### config.mk
export PLATFORM = sky130hd
export DESIGN_NAME = sb_tx_serializer
export DESIGN_NICKNAME = d
export VERILOG_FILES = /design/src/rtl/sb_tx_serializer.sv
export SDC_FILE = /design/constraint.sdc
export NUM_CORES = 1
export LEC_CHECK = 0
export BUFFER_PORTS_ARGS = -buffer_cell sky130_fd_sc_hd__buf_2
export CAP_MARGIN = 15
export CORE_ASPECT_RATIO = 1.4
export CORE_MARGIN = 5
export CORE_UTILIZATION = 30
export DETAILED_ROUTE_END_ITERATION = 10
export GPL_TIMING_DRIVEN = 1
export PLACE_DENSITY_LB_ADDON = 0.12
export SKIP_LAST_GASP = 1
export SYNTH_ARGS = -nofsm -noshare
export SYNTH_HDL_FRONTEND = slang
export SYNTH_SLANG_ARGS = --single-unit
export TNS_END_PERCENT = 5
### constraint.sdc
create_clock -name clk_800MHz -period 7.5 [get_ports clk_800MHz]
set_input_delay 1.5 -clock clk_800MHz [delete_from_list [all_inputs] [get_ports clk_800MHz]]
set_output_delay 1.5 -clock clk_800MHz [all_outputs]
set_load 0.01 [all_outputs]
### src/rtl/sb_tx_serializer.sv
// Sideband TX serializer: FIFO-buffered 64-bit packets shifted LSB-first with a gated forwarded clock
// and a fixed idle gap between packets. Optional macro SB_TX_PARITY_EN replaces the top bit with even parity.
module sb_tx_serializer #(
  parameter int PKT_W      = 64,
  parameter int GAP_UI     = 32,
  parameter int FIFO_DEPTH = 2
) (
  input  logic             clk_800MHz,
  input  logic             reset,
  input  logic             enable_i,
  input  logic             msg_valid_i,
  input  logic [PKT_W-1:0] msg_data_i,
  output logic             msg_ready_o,
  output logic             SB_clkPin_TX_o,
  output logic             SB_dataPin_TX_o,
  output logic             busy_o,
  output logic [7:0]       tx_pkt_cnt_o
);

  localparam int PTR_W   = (FIFO_DEPTH > 1) ? $clog2(FIFO_DEPTH) : 1;
  localparam int CNT_W   = $clog2(FIFO_DEPTH + 1);
  localparam int TMR_MAX = (PKT_W > 2 * GAP_UI) ? PKT_W : 2 * GAP_UI;
  localparam int TMR_W   = $clog2(TMR_MAX) + 1;
  localparam logic [TMR_W-1:0] BIT_LAST = TMR_W'(PKT_W - 1);
  localparam logic [TMR_W-1:0] GAP_LAST = TMR_W'(2 * GAP_UI - 1);

  typedef enum logic [1:0] {IDLE, SHIFT, GAP} state_t;

  state_t           state, stateNxt;
  logic [TMR_W-1:0] tmr, tmrNxt;
  logic             ph, phNxt;
  logic             clkNxt, dataNxt;
  logic [PKT_W-1:0] shiftReg, shiftNxt;
  logic             pop, push, pktDone, startOk;

  logic [PKT_W-1:0] fifoMem [FIFO_DEPTH];
  logic [PTR_W-1:0] wrPtr, rdPtr;
  logic [CNT_W-1:0] fifoCount;
  logic [PKT_W-1:0] headWord, txWord;

  function automatic logic [PTR_W-1:0] nextPtr(input logic [PTR_W-1:0] p);
    return (p == PTR_W'(FIFO_DEPTH - 1)) ? '0 : p + PTR_W'(1);
  endfunction

  assign msg_ready_o = (fifoCount < CNT_W'(FIFO_DEPTH));
  assign push        = msg_valid_i && msg_ready_o;
  assign startOk     = (fifoCount != '0) && enable_i;
  assign headWord    = fifoMem[rdPtr];

  always_comb begin
    txWord = headWord;
`ifdef SB_TX_PARITY_EN
    txWord[PKT_W-1] = ^headWord[PKT_W-2:0];
`endif
  end

  always_ff @(posedge clk_800MHz) begin
    if (push) fifoMem[wrPtr] <= msg_data_i;
  end

  always_ff @(posedge clk_800MHz or posedge reset) begin
    if (reset) begin
      wrPtr     <= '0;
      rdPtr     <= '0;
      fifoCount <= '0;
    end else begin
      if (push) wrPtr <= nextPtr(wrPtr);
      if (pop)  rdPtr <= nextPtr(rdPtr);
      case ({push, pop})
        2'b10:   fifoCount <= fifoCount + CNT_W'(1);
        2'b01:   fifoCount <= fifoCount - CNT_W'(1);
        default: fifoCount <= fifoCount;
      endcase
    end
  end

  always_comb begin
    stateNxt = state;
    tmrNxt   = tmr;
    phNxt    = ph;
    clkNxt   = SB_clkPin_TX_o;
    dataNxt  = SB_dataPin_TX_o;
    shiftNxt = shiftReg;
    pop      = 1'b0;
    pktDone  = 1'b0;
    case (state)
      IDLE: begin
        phNxt = 1'b0;
        if (startOk) pop = 1'b1;
      end
      SHIFT: begin
        phNxt = ~ph;
        if (!ph) begin
          clkNxt = 1'b1;
        end else begin
          clkNxt = 1'b0;
          if (tmr == '0) begin
            stateNxt = GAP;
            tmrNxt   = GAP_LAST;
            dataNxt  = 1'b0;
            pktDone  = 1'b1;
          end else begin
            tmrNxt   = tmr - TMR_W'(1);
            shiftNxt = shiftReg >> 1;
            dataNxt  = shiftReg[1];
          end
        end
      end
      GAP: begin
        phNxt = ~ph;
        if (tmr == '0) begin
          if (startOk) pop = 1'b1;
          else         stateNxt = IDLE;
        end else begin
          tmrNxt = tmr - TMR_W'(1);
        end
      end
      default: stateNxt = IDLE;
    endcase
    // A pop (from IDLE or at gap end) always launches a fresh packet with bit 0 on the pin.
    if (pop) begin
      stateNxt = SHIFT;
      tmrNxt   = BIT_LAST;
      phNxt    = 1'b0;
      clkNxt   = 1'b0;
      shiftNxt = txWord;
      dataNxt  = txWord[0];
    end
  end

  always_ff @(posedge clk_800MHz or posedge reset) begin
    if (reset) begin
      state           <= IDLE;
      tmr             <= '0;
      ph              <= 1'b0;
      SB_clkPin_TX_o  <= 1'b0;
      SB_dataPin_TX_o <= 1'b0;
      shiftReg        <= '0;
      busy_o          <= 1'b0;
      tx_pkt_cnt_o    <= 8'd0;
    end else begin
      state           <= stateNxt;
      tmr             <= tmrNxt;
      ph              <= phNxt;
      SB_clkPin_TX_o  <= clkNxt;
      SB_dataPin_TX_o <= dataNxt;
      shiftReg        <= shiftNxt;
      busy_o          <= (stateNxt != IDLE);
      if (pktDone) tx_pkt_cnt_o <= tx_pkt_cnt_o + 8'd1;
    end
  end

endmodule

Word level (Yosys, flattened, before mapping)
Memories as Yosys holds them, arrays and structs flattened.
Index checks and enable logic that the tools add are counted.
W data, S select, Z words.
{ "word_totals": {"ramBits": 128, "output_inout_bits": 12, "n_memories": 1, "elab_cells": 77, "reg_bits": 89} }
{ "classes": {"n_mux": 35, "bitwise": 1, "n_eq_ne": 7, "n_reduce_logical": 15, "addsub": 6, "order_cmp": 1} }
{ "mem_list": {"columns": ["name", "depth", "word_bits", "rd", "rd_ports_with_merged_regs", "write_ports", "line_no", "text"], "rows": [
  ["fifoMem", 2, 64, 1, 0, 1, "36", "logic [PKT_W-1:0] fifoMem [FIFO_DEPTH];"]
]} }
{ "ops": {"columns": ["op", "n"], "rows": [
  ["$mux W64", 4],
  ["$mux W7", 4],
  ["$mux W1", 17],
  ["$pmux W7 S2", 1],
  ["$mux W2", 5],
  ["$reduce_bool A2 Y1", 5],
  ["$add A8 B1 Y8 const B", 1],
  ["$logic_not A7 Y1", 1],
  ["$sub A7 B1 Y7 const B", 1],
  ["$ne A3 B3 Y1 const B", 2],
  ["$pmux W2 S3", 1],
  ["$reduce_and A3 Y1", 2],
  ["$reduce_bool A3 Y1", 2],
  ["$eq A2 B1 Y1 const B", 2],
  ["$eq A2 B2 Y1 const B", 2],
  ["$pmux W1 S2", 2],
  ["$pmux W2 S2", 1],
  ["$add A1 B1 Y1 const B", 2],
  ["$add A2 B1 Y2 const B", 1],
  ["$logic_and A1 B1 Y1", 2],
  ["$logic_not A2 Y1", 1],
  ["$lt A2 B2 Y1 const B", 1],
  ["$ne A2 B2 Y1 const B", 1],
  ["$reduce_and A2 Y1", 1],
  ["other kinds (3)", 3]
]} }

Longest topological paths before layout
Gate-level depths: netlist of the first run.
{ "logic_depth": {"word_depth": 7, "ltp_mapped": 10, "ltp_nobuf": 9} }

Least setup slack after synthesis of the first run
OpenSTA, ideal clock, no wires.
{ "synth_timing": {"path_kind": "input -> register", "start": "input port msg_valid_i", "end": "memory fifoMem[0][0], enable pin", "path_stages": 2, "arrival_ns": 4.279, "slack_ns": 2.734, "path_cell_list": "nand2_1 nor2_1"} }
{ "synth_via": {"elab_chain_len": 3} }
{ "synth_lines": {"columns": ["element", "line_no", "text"], "rows": [
  ["start, declared", "11", "input logic msg_valid_i,"],
  ["$logic_and A1 B1 Y1", "46", "assign push = msg_valid_i && msg_ready_o;"],
  ["$mux W1", "58", "if (push) fifoMem[wrPtr] <= msg_data_i;"],
  ["$mux W1 (not written as such)", "58", null],
  ["end, declared", "36", null]
]} }
No other way between the ends.

Worst setup path in the final report of the first run
{ "layout_timing": {"start": "input port enable_i", "end": "register SB_dataPin_TX_o"} }
{ "layout_via": {"elab_chain_len": 6, "word_cells_on_any_way": 8, "cone_classes": "4 x mux; 4 x reduce/logical"} }
{ "layout_lines": {"columns": ["element", "line_no", "text"], "rows": [
  ["start, declared", "10", "input logic enable_i,"],
  ["$logic_and A1 B1 Y1 (*)", "47", "assign startOk = (fifoCount != '0) && enable_i;"],
  ["$mux W1 (*)", "89, 112", null],
  ["$mux W1", "111", "if (tmr == '0) begin"],
  ["$pmux W1 S2 (*)", "86", "case (state)"],
  ["$reduce_bool A2 Y1 (no line)", null, null],
  ["$reduce_and A2 Y1 (no line)", null, null],
  ["end signal, assigned", "146", "SB_dataPin_TX_o <= dataNxt;"],
  ["end, declared", "15", "output logic SB_dataPin_TX_o,"]
]} }
Mark *: on every way between the ends. The rest lies on a longest branch, timed or not.
A chain may end at the register's enable or synchronous reset.

==> implementation parameters, run 1 <==
Parameter                              Value

Synthesis
  Post-synth ARST share    40.7%
  Most instantiated flip-flop cell in the synthesis netlist    sky130_fd_sc_hd__edfxtp_1
  Syn Nets    754
  Count of yosys warnings during synthesis    0
  Register bit total from synthesis    216
  Library cell occupying the most area in the post-synthesis netlist    sky130_fd_sc_hd__edfxtp_1
  Most common cell in the synthesized netlist    sky130_fd_sc_hd__edfxtp_1
  Count of unique library cells instantiated by Yosys    44
  Post-synth top area share    44.2%
  Cell types with the highest counts after synthesis    sky130_fd_sc_hd__edfxtp_1, sky130_fd_sc_hd__dfrtp_1, sky130_fd_sc_hd__nand2_1
  Average size of a mapped cell    12.8 um^2
  Number of enable flip-flop cells after synthesis    128
  Area of the mapped netlist    8700 um^2
  Cell count after synthesis    678
  Top cells by area, synth    sky130_fd_sc_hd__edfxtp_1, sky130_fd_sc_hd__dfrtp_1, sky130_fd_sc_hd__mux2i_1, sky130_fd_sc_hd__a21oi_1, sky130_fd_sc_hd__nand2_1
  Sequential cell area fraction in the yosys report    69.5%

Detailed routing
  Routed wire length per instance    15.2 um
  Number of vias per cell after detailed routing    4.53
  Total length of routed wires    17400 um
  Final ANT Viol Nets    0
  DRT iter0 DRCs    228
  TritonRoute pass-1 iters    4
  Count of vias placed by the detailed router    5201
  DRC violation count after routing    0

Clocking
  CTS H-tree lvls    1
  Library cell used as clock root buffer    sky130_fd_sc_hd__clkbuf_16
  TritonCTS clock tree    yes
  Clock-pin slew of the registers on the worst-case setup and hold paths    0.06 ns
  Clock sink total    216
  Worst-skew pair later-pin latency    0.50 ns
  Buffer levels on the longest clock path    3
  Number of hold buffers added after CTS    0
  Cts bufs inserted    24
  Number of instances resized during post-cts repair    0
  Number of setup buffers added after CTS    0

Timing
  Max transition margin    32.7%
  Count of pins over their slew limit    0
  Worst setup skew after layout    0.0127 ns
  Final Hold Viols    0
  Post-layout minimum cycle time    3.31 ns
  Setup repair after global routing missed its margin    no
  Maximum clock rate    302 MHz
  Count of final setup violators    0
  Pin slew with the least headroom to its limit    1.01 ns
  Total negative setup slack    0 ns
  Final clock period utilization by the worst path    44.1%
  Setup ws final    4.19 ns

GRT
  Largest net degree at the start of global routing    70
  Initial antenna violation count    0
  First-pass GRT wire length    28600 um
  Number of global-route vias before repair    5464
  Overall track demand over capacity in global routing    10.7%
  Gr ovfl total    0

Pwr
  Cell internal pwr    2680 uW
  Share of power burned in combinational logic    25.5%
  Cell leakage power    0.00414 uW
  Switching share of power    31.4%
  Total net switching power    1230 uW
  Seq pwr share    44.2%
  Pwr per Cell Area    381 nW/um^2
  Fraction of power consumed by the clock network    30.3%
  Worst-case vdd ir drop    0.000150 V

Run status
  Status    completed

Worst setup path
  Data arrival at the endpoint of the critical path    3.69 ns
  Critical Path Fanout Max    69
  Worst endpoint required time    7.88 ns
  CP endpoint kind    flop
  Category of the most critical setup path    in2reg
  Startpoint Class    primary input

Final layout
  P&R area growth vs syn    18.1%
  Antenna diode instance count    0
  # nets final    830
  Fraction of final layout cells with drive strength greater than 1    17.7%

Floorplanning
  Area of the placeable core    28500 um^2
  Die height    212 um
  Row count    73
  Ports placed on the boundary    80
  DIE AREA    32600 um^2
  Starting utilization of the core area    30.5%
  Width of the chip    154 um

Placement
  Detailed placer's ending HPWL    11000 um
  RD Place Congestion    0.737
  Port bufs    79
  Worst-case setup slack after placement    3.65 ns

Worst hold path
  Worst hold path class    reg2reg

Flow run
  Max cap viols    0
-- stage by stage --
step	hold slack [ns]	cells	power [uW]	cell area (um^2)	util [%]
6_report	0.473	1147	3910	10300	36.1
2_1_floorplan	0.449	678	2530	8700	-
5_1_grt	0.482	1147	4190	10300	36.1
3_5_place_dp	0.466	1103	2790	9460	33.2
3_3_place_gp	0.452	1103	2760	9460	33.2
4_1_cts	0.478	1147	4000	10300	36.1
-- critical path: stages --
cell                       delay (ns)
sky130_fd_sc_hd__buf_2           0.12
sky130_fd_sc_hd__o211a_1         0.21
sky130_fd_sc_hd__a31oi_4         0.16
sky130_fd_sc_hd__buf_4           0.52
sky130_fd_sc_hd__buf_4           0.64
sky130_fd_sc_hd__a21boi_0        0.18
sky130_fd_sc_hd__o221a_2         0.28
-- cells by family (layout without fill, tap and decap cells) --
logic type / after synthesis / in the layout / synth area share, %
buf+inv: 44 / 138 / 2.40
simple gates: 173 / 173 / 8.04
xor+xnor: 12 / 12 / 1.21
fa+ha+maj: 8 / 8 / 1.15
compound gates: 160 / 160 / 10.2
flops: 216 / 216 / 69.5
mux: 65 / 65 / 7.50
-- layout make-up --
cell class	count	area (um^2)
fillers	2814	18200
flip-flops and latches	216	6050
multi-input cells	418	2460
clock buffers	38	734
well taps	375	469
repair buffers	86	448
clock inverters	6	80.1
inverters	8	32.5
-- power by group through the flow --
stage               logic, uW  registers (uW)  clock network, uW
floorplan                 834            1700                  0
global placement         1010            1750                  0
detailed placement       1030            1760                  0
CTS                      1030            1730               1230
global route             1150            1760               1280
finish                    997            1730               1190
-- registers in the layout, indices dropped and copies added, names as in the netlist, 2 cells and up --
signal        flops
tmr               7
state             2
fifoMem         128
fifoCount         2
shiftReg         63
tx_pkt_cnt_o      8
-- final timing paths --
check	startpoint	to	slack [ns]	cells after the start
min in group asynchronous	reset	shiftReg[58]$_DFFE_PP0P_	1.07	2
max reg2reg	state[0]$_DFF_PP0_	SB_dataPin_TX_o$_DFFE_PP0P_	4.41	8
min reg2reg	tx_pkt_cnt_o[7]$_DFFE_PP0P_	tx_pkt_cnt_o[7]$_DFFE_PP0P_	0.47	1
max	enable_i	SB_dataPin_TX_o$_DFFE_PP0P_	4.19	7
max in group asynchronous	reset	rdPtr$_DFFE_PP0P_	5.35	3
min	tx_pkt_cnt_o[7]$_DFFE_PP0P_	tx_pkt_cnt_o[7]$_DFFE_PP0P_	0.47	1
-- cells in the final DEF, fill, tap and decap left out, drive strengths merged, types with 38 or more instances in the layout --
cell / instances
a21oi: 68
buf: 86
clkbuf: 38
dfrtp: 88
edfxtp: 128
mux2i: 63
nand2: 82
nor2: 74
o21ai: 70
-- routing by layer --
| metal | part of all wire, % | GRT usage, % | wire length, um |
|---|---|---|---|
| met1 | 44 | 13.1 | 7620 |
| met4 | 2.3 | 3.63 | 404 |
| met2 | 51 | 19.1 | 8850 |
| met5 | 0 | 0 | 0 |
| met3 | 3.2 | 1.82 | 566 |
(Power assumes the default switching activity.)
==> run 2: changes to the inputs <==
clock period = 3.2 ns   (was 7.5 ns; I/O delays follow)
==> implementation parameters, run 2 (synthesis gave the netlist of run 1 again) <==
Parameter                              Value

Timing
  Worst setup skew after layout    0.0102 ns (-0.00253 ns)
  Post-layout minimum cycle time    2.34 ns
  Count of final setup violators    0 (unchanged)
  Maximum clock rate    427 MHz
  Total negative setup slack    0 ns (unchanged)
  Setup ws final    0.857 ns (-3.33 ns)
  Final Hold Viols    0 (unchanged)
  Count of pins over their slew limit    0 (unchanged)
  Pin slew with the least headroom to its limit    1.04 ns (+0.0315 ns)
  Max transition margin    30.7% (-1.9 points)
  Final clock period utilization by the worst path    73.2%
  Setup repair after global routing missed its margin    no

Placement
  RD Place Congestion    0.728 (-1.2%)
  Worst-case setup slack after placement    0.866 ns (-2.79 ns)
  Detailed placer's ending HPWL    10700 um (-2.9%)
  Cell count after placement    1104 (+0.091%)
  Port bufs    79 (unchanged)

Pwr
  Cell internal pwr    6100 uW (+130%)
  Cell leakage power    0.00410 uW (-1.0%)
  Worst-case vdd ir drop    0.000389 V (+160%)
  Switching share of power    32.1% (+0.70 points)
  Total net switching power    2890 uW (+130%)
  Seq pwr share    45.7% (+1.5 points)
  Fraction of power consumed by the clock network    28.2% (-2.1 points)
  Share of power burned in combinational logic    26.1% (+0.6 points)
  Pwr per Cell Area    878 nW/um^2 (+130%)

Clocking
  Clock sink total    216 (unchanged)
  CTS H-tree lvls    1 (unchanged)
  TritonCTS clock tree    yes
  Number of setup buffers added after CTS    0 (unchanged)
  Clock-pin slew of the registers on the worst-case setup and hold paths    0.06 ns (about the same)
  Library cell used as clock root buffer    sky130_fd_sc_hd__clkbuf_16
  Worst-skew pair later-pin latency    0.50 ns (about the same)
  Number of hold buffers added after CTS    0 (unchanged)
  Cts bufs inserted    23 (-4.2%)
  Buffer levels on the longest clock path    3 (unchanged)
  Number of instances resized during post-cts repair    0 (unchanged)

Worst setup path
  Data arrival at the endpoint of the critical path    2.71 ns (-0.98 ns)
  Crit path largest cell delay    0.49 ns (-0.15 ns)
  Critical Path Fanout Max    40 (-42%)
  Category of the most critical setup path    reg2reg
  Buf+Inv Stages, Crit Path    3 (unchanged)
  Setup slack on the worst flop-to-flop path    0.86 ns (-3.55 ns)
  Worst reg2reg endpoint    shiftReg[38]$_DFFE_PP0P_
  Worst endpoint required time    3.57 ns (-4.31 ns)
  CP endpoint kind    flop
  R2R cell count    8 (unchanged)
  Sequence of cells on the critical path    inv_1 > ha_1 > o211a_1 > a31oi_4 > inv_2 > o21ai_4 > buf_4 > o21ai_0
  CP max-delay cell    sky130_fd_sc_hd__dfrtp_1
  Critical register-to-register path startpoint    state[0]$_DFF_PP0_
  Startpoint Class    flop
  Largest delay share family, worst path    compound AO/OA/AOI/OAI gates

Floorplanning
  Die height    212 um (unchanged)
  DIE AREA    32600 um^2 (unchanged)
  Starting utilization of the core area    30.5% (unchanged)
  Width of the chip    154 um (unchanged)
  Ports placed on the boundary    80 (unchanged)
  Area of the placeable core    28500 um^2 (unchanged)
  Row count    73 (unchanged)

Detailed routing
  Total length of routed wires    17400 um (-0.22%)
  DRT iter0 DRCs    247 (+8.3%)
  Final ANT Viol Nets    0 (unchanged)
  DRC violation count after routing    0 (unchanged)
  Routed wire length per instance    15.2 um (-0.14%)
  Count of vias placed by the detailed router    5267 (+1.3%)
  Number of vias per cell after detailed routing    4.60 (+1.4%)
  TritonRoute pass-1 iters    4 (unchanged)

Final layout
  Most frequent cells in the layout    sky130_fd_sc_hd__edfxtp_1, sky130_fd_sc_hd__dfrtp_1, sky130_fd_sc_hd__nand2_1
  Fraction of final layout cells with drive strength greater than 1    17.0% (-0.76 points)
  Number of flip-flops in the largest register    128 (unchanged)
  Leading cell type in the layout, fill and taps excluded    sky130_fd_sc_hd__edfxtp_1
  Antenna diode instance count    0 (unchanged)
  Reg with most FFs    fifoMem
  Leading registers by flop count    fifoMem x128, shiftReg x63, tx_pkt_cnt_o x8
  P&R area growth vs syn    17.6%
  # nets final    830 (unchanged)
  Number of fillers in the final layout    2850 (+1.3%)
  Count of non-filler cells in the finished layout    1146 (-0.087%)

GRT
  Overall track demand over capacity in global routing    10.8% (+0.046 points)
  Gr ovfl total    0 (unchanged)
  First-pass GRT wire length    29000 um (+1.5%)
  Number of global-route vias before repair    5572 (+2.0%)
  Largest net degree at the start of global routing    86 (+23%)
  Initial antenna violation count    0 (unchanged)

Flow run
  Max cap viols    0 (unchanged)

Worst hold path
  Worst hold path class    in2async

Run status
  Status    completed
==> run 2: cell types whose count changed in the layout (fill, tap and decap cells not counted), sizes merged <==
cell	previous run	this run
clkinv	4	1
buf	86	87
clkinvlp	0	2
clkbuf	38	37
inv	8	9
bufinv	2	1
==> run 2: power groups by stage <==
stage | combinational, uW | sequential, uW | clock (uW)
after floorplan | 1960 | 3970 | 0
after detailed placement | 2420 | 4180 | 0
after global placement | 2360 | 4160 | 0
after global routing | 2690 | 4190 | 2760
after CTS | 2420 | 4120 | 2650
final | 2340 | 4110 | 2530
==> run 2: layer usage <==
layer  wire (um)  up-vias  track usage, %  share of wire [%]
met2        8990      108            19.4                 52
met3         697       23            2.00                4.0
met4         278        0            2.89                1.6
met1        7430     2545            13.2                 43
li1            -     2591               -                  -
met5           0        -               0                  0
==> run 2: final cells by class <==
type,instances,area (um^2),share of cell area (%)
Clock buffer,37,658,6.43
Clock inverter,5,57.6,0.562
Tap cell,375,469,4.58
Inverter,8,32.5,0.318
Timing Repair Buffer,87,505,4.94
Sequential cell,216,6050,59.1
Multi-Input combinational cell,418,2460,24.0
==> run 2: through the flow <==
step	instance area, um^2	power (uW)	utilization (%)	hold WS [ns]
after floorplan	8710	5920	-	0.449
after global placement	9520	6520	33.4	0.458
after detailed placement	9520	6590	33.4	0.465
after CTS	10200	9190	35.9	0.291
after global routing	10200	9640	35.9	0.298
final	10200	8980	35.9	0.284
==> run 2: worst max path at each step <==
stage / endpoint / slack (ns) / cells after the start / start
2_1_floorplan: SB_clkPin_TX_o$_DFFE_PP0P_ / 0.28 / 1 / reset
3_3_place_gp: tmr[5]$_DFFE_PP0P_ / 0.93 / 7 / tmr[0]$_DFFE_PP0P_
3_5_place_dp: shiftReg[37]$_DFFE_PP0P_ / 0.87 / 8 / state[0]$_DFF_PP0_
4_1_cts: shiftReg[37]$_DFFE_PP0P_ / 0.85 / 8 / state[0]$_DFF_PP0_
5_1_grt: tx_pkt_cnt_o[7]$_DFFE_PP0P_ / 0.67 / 7 / tmr[0]$_DFFE_PP0P_
6_report: shiftReg[38]$_DFFE_PP0P_ / 0.86 / 8 / state[0]$_DFF_PP0_
